`src/rtl/sio_edge_sync.sv`:
```
// Synchronizer plus edge detector for a single-bit input.
// STAGES flops bring the input into the clk domain (STAGES = 0 bypasses
// them for signals that are already synchronous, such as a divider bit),
// and a one-flop history turns the synchronized level into rise/fall pulses.
module sio_edge_sync #(
    parameter int STAGES = 2
) (
    input  logic clk,
    input  logic reset,
    input  logic i_d,
    output logic o_rise,
    output logic o_fall
);

    logic w_level;
    logic r_prev;

    generate
        if (STAGES == 0) begin : g_bypass
            assign w_level = i_d;
        end else begin : g_sync
            logic [STAGES-1:0] r_sync;

            // Shift the raw input through the synchronizer chain; idles high like a serial clock line
            always_ff @(posedge clk) begin
                if (reset) begin
                    r_sync <= '1;
                end else begin
                    r_sync <= (r_sync << 1) | STAGES'(i_d);
                end
            end

            assign w_level = r_sync[STAGES-1];
        end
    endgenerate

    // Remember the previous synchronized level so transitions become one-clk pulses
    always_ff @(posedge clk) begin
        if (reset) begin
            r_prev <= 1'b1;
        end else begin
            r_prev <= w_level;
        end
    end

    assign o_rise = w_level & ~r_prev;
    assign o_fall = ~w_level & r_prev;

endmodule

```
`src/rtl/lr35902_sio.sv`:
```
// Game Boy (LR35902) serial port: SB data register at FF01, SC control at FF02.
// One byte is shifted MSB first: sout changes on serial-clock falls, sin is
// captured on rises. The serial clock is either a divider bit (internal mode,
// also driven on sclk_out) or the synchronized external sclk_in.
module lr35902_sio #(
    parameter int DIV_BIT     = 8,
    parameter int SYNC_STAGES = 2
) (
    input  logic        clk,
    input  logic        reset,
    input  logic        adr,
    input  logic [7:0]  din,
    output logic [7:0]  dout,
    input  logic        read,
    input  logic        write,
    input  logic [15:0] div,
    output logic        irq,
    input  logic        sclk_in,
    output logic        sclk_out,
    input  logic        sin,
    output logic        sout
);

    localparam logic ADR_SB = 1'b1;
    localparam logic ADR_SC = 1'b0;

    typedef enum logic [1:0] {
        ST_IDLE = 2'd0,
        ST_LOW  = 2'd1,
        ST_HIGH = 2'd2
    } sio_state_t;

    sio_state_t r_state;
    logic [7:0] r_sb;
    logic       r_active;
    logic       r_intClk;
    logic [2:0] r_count;
    logic       r_sclkOut;
    logic       r_sout;
    logic       r_irq;
    logic [SYNC_STAGES-1:0] r_sinSync;

    logic w_divRise;
    logic w_divFall;
    logic w_extRise;
    logic w_extFall;
    logic w_rise;
    logic w_fall;
    logic w_sinSync;
    logic w_unused;

    // Reads have no side effects and only a few divider bits matter
    assign w_unused = ^{read, div};

    sio_edge_sync #(
        .STAGES (SYNC_STAGES)
    ) u_extSync (
        .clk    (clk),
        .reset  (reset),
        .i_d    (sclk_in),
        .o_rise (w_extRise),
        .o_fall (w_extFall)
    );

    sio_edge_sync #(
        .STAGES (0)
    ) u_divSync (
        .clk    (clk),
        .reset  (reset),
        .i_d    (div[DIV_BIT]),
        .o_rise (w_divRise),
        .o_fall (w_divFall)
    );

    // Serial data in goes through the same depth as sclk_in so both stay aligned at a rise
    always_ff @(posedge clk) begin
        if (reset) begin
            r_sinSync <= '1;
        end else begin
            r_sinSync <= (r_sinSync << 1) | SYNC_STAGES'(sin);
        end
    end

    assign w_sinSync = r_sinSync[SYNC_STAGES-1];
    assign w_rise    = r_intClk ? w_divRise : w_extRise;
    assign w_fall    = r_intClk ? w_divFall : w_extFall;

    // Transfer FSM: an SC write takes priority over any serial edge in the same cycle;
    // the 8th rise lands in HIGH with active cleared, and HIGH falls back to IDLE next cycle
    always_ff @(posedge clk) begin
        if (reset) begin
            r_state   <= ST_IDLE;
            r_sb      <= 8'h00;
            r_active  <= 1'b0;
            r_intClk  <= 1'b0;
            r_count   <= 3'd0;
            r_sclkOut <= 1'b1;
            r_sout    <= 1'b1;
            r_irq     <= 1'b0;
        end else begin
            r_irq <= 1'b0;
            if (write && adr == ADR_SC) begin
                r_intClk  <= din[0];
                r_active  <= din[7];
                r_count   <= 3'd0;
                r_state   <= ST_IDLE;
                r_sclkOut <= 1'b1;
            end else begin
                if (write && adr == ADR_SB && !r_active) begin
                    r_sb <= din;
                end
                if (!r_active) begin
                    r_state   <= ST_IDLE;
                    r_sclkOut <= 1'b1;
                end else begin
                    case (r_state)
                        ST_IDLE, ST_HIGH: begin
                            if (w_fall) begin
                                r_state   <= ST_LOW;
                                r_sout    <= r_sb[7];
                                r_sclkOut <= ~r_intClk;
                            end
                        end
                        ST_LOW: begin
                            if (w_rise) begin
                                r_state   <= ST_HIGH;
                                r_sb      <= {r_sb[6:0], w_sinSync};
                                r_count   <= r_count + 3'd1;
                                r_sclkOut <= 1'b1;
                                if (r_count == 3'd7) begin
                                    r_active <= 1'b0;
                                    r_irq    <= 1'b1;
                                end
                            end
                        end
                        default: begin
                            r_state <= ST_IDLE;
                        end
                    endcase
                end
            end
        end
    end

    assign dout     = (adr == ADR_SB) ? r_sb : {r_active, 6'b111111, r_intClk};
    assign irq      = r_irq;
    assign sclk_out = r_sclkOut;
    assign sout     = r_sout;

endmodule

```
`config.mk`:
```
export PLATFORM = sky130hd
export DESIGN_NAME = lr35902_sio
export DESIGN_NICKNAME = d
export VERILOG_FILES = /design/src/rtl/sio_edge_sync.sv /design/src/rtl/lr35902_sio.sv
export SDC_FILE = /design/constraint.sdc
export NUM_CORES = 1
export LEC_CHECK = 0
export CAP_MARGIN = 20
export CORE_MARGIN = 1.5
export CORE_UTILIZATION = 46
export CTS_BUF_LIST = sky130_fd_sc_hd__clkbuf_16
export DETAILED_ROUTE_END_ITERATION = 10
export GPL_ROUTABILITY_DRIVEN = 0
export PLACE_DENSITY = 0.84
export SYNTH_ARGS = -nofsm -noshare
export SYNTH_HDL_FRONTEND = slang
export SYNTH_SLANG_ARGS = --single-unit
```
`constraint.sdc`:
```
create_clock -name clk -period 4.6 [get_ports clk]
set_input_delay 0.46 -clock clk [delete_from_list [all_inputs] [get_ports clk]]
set_output_delay 0.46 -clock clk [all_outputs]
set_load 0.02 [all_outputs]
```
==> flow_summary.ini, run 1 <==
[logic_synthesis]
ys_seq_area_share_pct = 44.1
syn_area_mm2 = 0.00109
synth_top_cell_area_share_pct = 44.1
yosys.area.top_type = dfxtp_1
yosysUniqueCellTypes = 28
syn-num-nets = 141
ys_seq_elements = 24
syn_avg_cell_area_um2 = 10.1
synth_area_leaders = dfxtp_1 44%, mux2i_1 10%, a32oi_1 6.4%, o31ai_1 5.5%, nand2b_1 5.2%
syn-instance-count = 108
ys_warn_count = 0

[route]
num_vias = 902
drt-wirelength-per-cell_um = 13.5
via_per_inst = 5.67
ant_nets = 0
drt_iter0_markers = 24
route.detailed.drc = 0
dr.pass1.iters = 4
finalWirelength_mm = 2.14

[die]
die_h_um = 51.6
initial_core_util_pct = 48.7
row_count = 17
die_w_um = 51.6
die_area_mm2 = 0.00267
coreArea_mm2 = 0.00223
io_pins = 42

[clock_network]
cts_htree_levels = 1
cts_tree = built
clk_path_buf_depth = 2
postCtsSetupBuffers = 0
cts-resized-gates = 0
cts_inserted_buffers = 3
path_clk_slew_ns = 0.05
insertion_delay_ns = 0.26
cts-root-buf = clkbuf_16
postCtsHoldBufs = 0
numClockSinks = 24

[grt]
gr-total-overflow = 0
grtUsageTotal_pct = 17.6
grt_pass1_wl_mm = 3.51
grt_pass1_vias = 808
grt_max_degree = 20
antenna_found_initial = 0

[power_and_ir_drop]
p_sw_w = 0.0000990
peakVddDrop_mv = 0.313
finalPower_w = 0.000459
combPwrFrac_pct = 12.3
leakage_nw = 0.527
sequentialPowerShare_pct = 48.0
p_clk_share_pct = 39.7
power_density_mw_per_mm2 = 322
netSwitchingFraction_pct = 21.6
cellInternalPower_w = 0.000360

[setup_path]
critical_path.cell_chain = clkdlybuf4s50_1 > mux2_2 > clkdlybuf4s50_1
crit_fanout = 11
endpoint_kind = output port
worst_ep_required_time_ns = 4.14
crit_path_top_delay_cell = clkdlybuf4s50_1
critPathMaxStageDelay_ns = 0.73
cp.buffers_inverters = 2
cp_common_cell = clkdlybuf4s50_1
crit_type = input pin to output port
start_kind = input pin
critPathTopFamily = buffers and inverters
arrival_ns = 2.11

[timing]
rsz0062_at_grt = no
hold_violations = 0
fin_crit_sh_pct = 56.0
slew_violations = 0
fin_setup_tns_ns = 0
worst_pin_slew_ns = 0.805
finalSetupViolations = 0
fmax_mhz = 388
max-slew-margin-rel_pct = 46.1
finalClockSkew_ns = 0.00630
fin_crit_ns = 2.57

[min_path]
holdCritPathClass = flip-flop to flip-flop

[final_layout]
final_cell_mix = 25 x clkdlybuf4s50_1, 24 x dfxtp_1, 11 x mux2i_1
n_antenna_cell = 0
drive_gt1_share_pct = 10.7
final_util_pct = 63.7
seq_area_um2 = 480
nets = 166
area_delta_synth_final_pct = 30.7
final_common_cell = clkdlybuf4s50_1
final_cells = 159
multiInputGateArea_um2 = 571
n_fill_cell = 184

[job]
max_cap_viol_count = 0

[place]
dp.cells = 156
portBuffers = 25
hpwl_mm = 1.54

[outcome]
status = finished clean
cell usage after synthesis (all sizes together):
cell,instances
a211oi,1
a21o,1
a21oi,2
a311oi,1
a32o,1
a32oi,8
a41oi,3
buf,1
clkbuf,4
dfxtp,24
ha,2
inv,3
mux2,1
mux2i,11
nand2,4
nand2b,9
nand3,1
nand3b,2
nor2,9
nor2b,1
o21ai,1
o31ai,8
or2,6
or3,1
or3b,2
xnor2,1
area by class of cell:
cell class                 instances  area share, %
inverter                           3          0.792
tap                               28           2.46
clock buffer                       3           5.28
multi-input combinational         76           40.1
sequential                        24           33.8
timing repair buffer              25           17.6
sequential cells by signal (all words and copies together), names as in the netlist:
register,count
r_sinSync,2
r_state,2
r_count,3
sclk_out,1
u_divSync.r_prev,1
irq,1
r_intClk,1
sout,1
r_active,1
u_extSync.r_prev,1
r_sb,8
u_extSync.g_sync.r_sync,2
per-stage QoR:
stage | instance area (µm²) | hold slack [ns] | setup slack (ns)
after floorplan | 1090 | 0.389 | 2.94
after global placement | 1350 | 0.392 | 2.05
after detailed placement | 1350 | 0.396 | 2.02
after CTS | 1420 | 0.410 | 2.04
after global routing | 1420 | 0.427 | 1.96
final | 1420 | 0.409 | 2.03
kinds of logic after synthesis:
kind of cell / after synthesis / share of synthesized area (%)
DFF: 24 / 44.1
and+or+nand+nor: 35 / 18.2
xor gates and xnor gates: 1 / 0.805
adders and majority gates: 2 / 2.30
buffers and inverters: 8 / 3.45
AOI/OAI and AO/OA: 26 / 20.0
muxes: 12 / 11.1
path summary, 6_finish.rpt:
| kind | start | end | slack, ns | depth (start not counted) |
|---|---|---|---|---|
| max reg2reg | r_intClk | r_count[1] | 2.61 | 4 |
| min | u_extSync.g_sync.r_sync[0] | u_extSync.g_sync.r_sync[1] | 0.41 | 1 |
| min reg2reg | u_extSync.g_sync.r_sync[0] | u_extSync.g_sync.r_sync[1] | 0.41 | 1 |
| max | adr | dout[0] | 2.03 | 3 |
power groups by stage:
stage	clock (W)	combinational [W]	sequential, W
after floorplan	0	0.0000313	0.000223
after CTS	0.000186	0.0000567	0.000220
after global routing	0.000192	0.0000613	0.000221
final	0.000182	0.0000566	0.000220
after detailed placement	0	0.0000565	0.000225
after global placement	0	0.0000557	0.000224
metal layers:
layer  vias up  track usage, %  part of all wire (%)
met1       431            21.0                    44
met2        22            30.1                    50
met5         -               0                     0
met4         0            5.26                  0.94
li1        444               -                     -
met3         5            5.75                   5.2
Power figures use the tool's default switching activity.
==> inputs of run 2 (changes only) <==
--- a/config.mk
+++ b/config.mk
@@ -7,11 +7,11 @@
 export LEC_CHECK = 0
 export CAP_MARGIN = 20
 export CORE_MARGIN = 1.5
-export CORE_UTILIZATION = 46
+export CORE_UTILIZATION = 42
 export CTS_BUF_LIST = sky130_fd_sc_hd__clkbuf_16
 export DETAILED_ROUTE_END_ITERATION = 10
 export GPL_ROUTABILITY_DRIVEN = 0
-export PLACE_DENSITY = 0.84
+export PLACE_DENSITY = 0.77
 export SYNTH_ARGS = -nofsm -noshare
 export SYNTH_HDL_FRONTEND = slang
 export SYNTH_SLANG_ARGS = --single-unit
==> constraint.sdc (replaced) <==
create_clock -name clk -period 2.6 [get_ports clk]
set_input_delay 0.26 -clock clk [delete_from_list [all_inputs] [get_ports clk]]
set_output_delay 0.26 -clock clk [all_outputs]
set_load 0.02 [all_outputs]
==> flow_summary.ini, run 2 (synthesized netlist as in run 1, its figures left out) <==
[outcome]
status = finished clean

[grt]
gr-total-overflow = 0
grt_pass1_vias = 819
grt_max_degree = 15
antenna_found_initial = 0
grtUsageTotal_pct = 16.9
grt_pass1_wl_mm = 3.50

[route]
route.detailed.drc = 0
via_per_inst = 5.60
drt_iter0_markers = 15
num_vias = 913
drt-wirelength-per-cell_um = 13.5
ant_nets = 0
finalWirelength_mm = 2.20
dr.pass1.iters = 4

[setup_path]
crit_path_top_delay_cell = clkdlybuf4s50_1
cp.buffers_inverters = 2
worst_ep_required_time_ns = 2.34
critPathTopFamily = buffers and inverters
critical_path.cell_chain = clkdlybuf4s50_1 > mux2_2 > clkdlybuf4s50_1
endpoint_kind = output port
crit_fanout = 11
start_kind = input pin
crit_type = input pin to output port
arrival_ns = 1.91
cp_common_cell = clkdlybuf4s50_1
critPathMaxStageDelay_ns = 0.73

[clock_network]
insertion_delay_ns = 0.26
cts_tree = built
cts-resized-gates = 0
numClockSinks = 24
cts_htree_levels = 1
cts-root-buf = clkbuf_16
postCtsHoldBufs = 0
clk_path_buf_depth = 2
cts_inserted_buffers = 3
postCtsSetupBuffers = 0
path_clk_slew_ns = 0.05

[timing]
fin_crit_sh_pct = 83.6
rsz0062_at_grt = no
fin_crit_ns = 2.17
fin_setup_tns_ns = 0
finalClockSkew_ns = 0.00470
hold_violations = 0
fmax_mhz = 460
finalSetupViolations = 0
slew_violations = 0
worst_pin_slew_ns = 0.577
max-slew-margin-rel_pct = 61.4

[die]
coreArea_mm2 = 0.00245
die_h_um = 53.9
row_count = 18
io_pins = 42
die_area_mm2 = 0.00291
initial_core_util_pct = 44.3
die_w_um = 53.9

[final_layout]
largest_reg_flops = 8
regMostFlops = r_sb
n_antenna_cell = 0
area_delta_synth_final_pct = 32.3
final_cell_mix = 25 x clkdlybuf4s50_1, 24 x dfxtp_1, 11 x mux2i_1
n_fill_cell = 223
nets = 168
top_regs = r_sb (8), r_count (3)
final_cells = 163
drive_gt1_share_pct = 12.0
final_common_cell = clkdlybuf4s50_1

[place]
hpwl_mm = 1.61
portBuffers = 25
dp.cells = 160

[power_and_ir_drop]
peakVddDrop_mv = 0.678
leakage_nw = 0.538
power_density_mw_per_mm2 = 563

[job]
max_cap_viol_count = 0

[min_path]
holdCritPathClass = flip-flop to flip-flop
## run 2: routing by layer
layer / share of wire [%] / GRT usage (%)
met3: 4.9 / 5.56
met4: 1.2 / 5.13
met1: 45 / 19.9
met5: 0 / 0
met2: 48 / 28.9
## run 2: metrics by stage
stage	setup slack [ns]	cell area, µm²	power, W	hold slack (ns)	util, %
after floorplan	0.941	1090	0.000450	0.364	-
after global placement	0.445	1370	0.000497	0.392	55.6
after detailed placement	0.426	1370	0.000500	0.396	55.6
after CTS	0.425	1440	0.000820	0.412	58.7
after global routing	0.385	1440	0.000846	0.421	58.7
final	0.426	1440	0.000811	0.409	58.7
## run 2: final cells by class
type | instances | area (µm²) | area share (%)
multi-input combinational | 76 | 571 | 39.6
sequential | 24 | 480 | 33.4
timing repair buffer | 27 | 265 | 18.4
clock buffer | 3 | 75.1 | 5.21
tap | 30 | 37.5 | 2.61
inverter | 3 | 11.3 | 0.782
## run 2: where the power goes
part           switching, W  internal, W
Combinational     0.0000472    0.0000547
Sequential       0.00000948     0.000380
Clock              0.000117     0.000203
## run 2: final timing paths
path,from,endpoint,slack (ns),depth (start not counted)
worst min-delay path,u_extSync.g_sync.r_sync[0],u_extSync.g_sync.r_sync[1],0.41,1
worst min register to register,u_extSync.g_sync.r_sync[0],u_extSync.g_sync.r_sync[1],0.41,1
worst max-delay path,adr,dout[0],0.43,3
worst max register to register,r_intClk,r_sb[2],0.78,5
==> inputs of run 3 (changes only) <==
==> constraint.sdc (replaced) <==
create_clock -name clk -period 2.15 [get_ports clk]
set_input_delay 0.215 -clock clk [delete_from_list [all_inputs] [get_ports clk]]
set_output_delay 0.215 -clock clk [all_outputs]
set_load 0.02 [all_outputs]
==> flow_summary.ini, run 3 (synthesized netlist as in run 1, its figures left out) <==
[final_layout]
final_util_pct = 60.5
n_antenna_cell = 0
nets = 170
area_delta_synth_final_pct = 36.4
regMostFlops = r_sb
drive_gt1_share_pct = 14.0
final_common_cell = clkdlybuf4s50_1
largest_reg_flops = 8
top_regs = r_sb (8), r_count (3)
n_fill_cell = 220
final_cell_mix = 25 x clkdlybuf4s50_1, 24 x dfxtp_1, 11 x mux2i_1

[setup_path]
worst_ep_required_time_ns = 1.93
critPathMaxStageDelay_ns = 0.58
start_kind = input pin
crit_path_top_delay_cell = clkdlybuf4s50_1
cp_common_cell = clkdlybuf4s50_1
endpoint_kind = output port
crit_fanout = 6
cp.buffers_inverters = 2
arrival_ns = 1.70
critPathTopFamily = buffers and inverters
crit_type = input pin to output port
critical_path.cell_chain = clkdlybuf4s50_1 > mux2_2 > clkdlybuf4s50_1

[power_and_ir_drop]
leakage_nw = 0.562
combPwrFrac_pct = 11.2
power_density_mw_per_mm2 = 754
sequentialPowerShare_pct = 42.1
p_sw_w = 0.000222
peakVddDrop_mv = 0.773
p_clk_share_pct = 46.7
cellInternalPower_w = 0.000898
netSwitchingFraction_pct = 19.8

[die]
io_pins = 42
row_count = 18
initial_core_util_pct = 44.3
die_h_um = 53.9
die_area_mm2 = 0.00291
die_w_um = 53.9
coreArea_mm2 = 0.00245

[route]
finalWirelength_mm = 2.19
drt-wirelength-per-cell_um = 13.2
via_per_inst = 5.45
num_vias = 905
dr.pass1.iters = 4
route.detailed.drc = 0
drt_iter0_markers = 21
ant_nets = 0

[timing]
fin_crit_ns = 1.92
fin_setup_tns_ns = 0
finalSetupViolations = 0
hold_violations = 0
max-slew-margin-rel_pct = 64.9
slew_violations = 0
finalClockSkew_ns = 0.00196
fin_crit_sh_pct = 89.3
rsz0062_at_grt = no
worst_slack_ns = 0.230
fmax_mhz = 521
worst_pin_slew_ns = 0.525

[clock_network]
postCtsHoldBufs = 0
cts_htree_levels = 1
cts-resized-gates = 0
path_clk_slew_ns = 0.06
cts_inserted_buffers = 3
numClockSinks = 24
cts-root-buf = clkbuf_16
postCtsSetupBuffers = 0
clk_path_buf_depth = 2
cts_tree = built
insertion_delay_ns = 0.26

[min_path]
holdCritPathClass = flip-flop to flip-flop

[grt]
antenna_found_initial = 0
gr-total-overflow = 0
grt_max_degree = 20
grt_pass1_vias = 847
grtUsageTotal_pct = 18.1
grt_pass1_wl_mm = 3.60

[place]
hpwl_mm = 1.62
portBuffers = 25
pre_cts_slack_ns = 0.242

[outcome]
status = finished clean

[job]
max_cap_viol_count = 0
==> run 3: changes by cell type in the layout (fill, tap and decap cells not counted), sizes merged <==
| cell | change |
|---|---|
| bufinv | +1 |
| buf | +2 |
==> run 3: path summary, 6_finish.rpt <==
check,startpoint,to,slack [ns],cells after the start
worst min register to register,u_extSync.g_sync.r_sync[0],u_extSync.g_sync.r_sync[1],0.41,1
worst max register to register,r_intClk,r_count[1],0.47,5
worst min-delay path,u_extSync.g_sync.r_sync[0],u_extSync.g_sync.r_sync[1],0.41,1
worst max-delay path,adr,dout[0],0.23,3
==> run 3: area by class of cell <==
class	count	area [µm²]	area share [%]
inverter	3	11.3	0.758
clock inverter	1	30.0	2.02
clock buffer	3	75.1	5.05
timing repair buffer	29	280	18.9
multi-input combinational	76	571	38.4
sequential	24	480	32.4
tap	30	37.5	2.53
==> run 3: power by group through the flow <==
stage               logic [W]  clock network (W)  registers, W
floorplan           0.0000670                  0      0.000478
global placement     0.000124                  0      0.000480
detailed placement   0.000126                  0      0.000480
CTS                  0.000127           0.000538      0.000471
global route         0.000136           0.000554      0.000473
finish               0.000126           0.000522      0.000471
==> run 3: per-layer routing <==
metal	vias to the layer above	global-route usage, %	wire (µm)
met3	4	6.67	137
met2	26	30.3	1060
li1	453	-	-
met4	0	10.3	50
met1	422	19.4	949
met5	-	0	0
==> run 3: through the flow <==
| step | cells | area, µm² | hold slack, ns | total power, W |
|---|---|---|---|---|
| final | 166 | 1490 | 0.410 | 0.00112 |
| after global routing | 166 | 1490 | 0.432 | 0.00116 |
| after CTS | 166 | 1490 | 0.412 | 0.00114 |
| after detailed placement | 162 | 1380 | 0.397 | 0.000607 |
| after global placement | 162 | 1380 | 0.392 | 0.000604 |
| after floorplan | 108 | 1090 | 0.319 | 0.000545 |
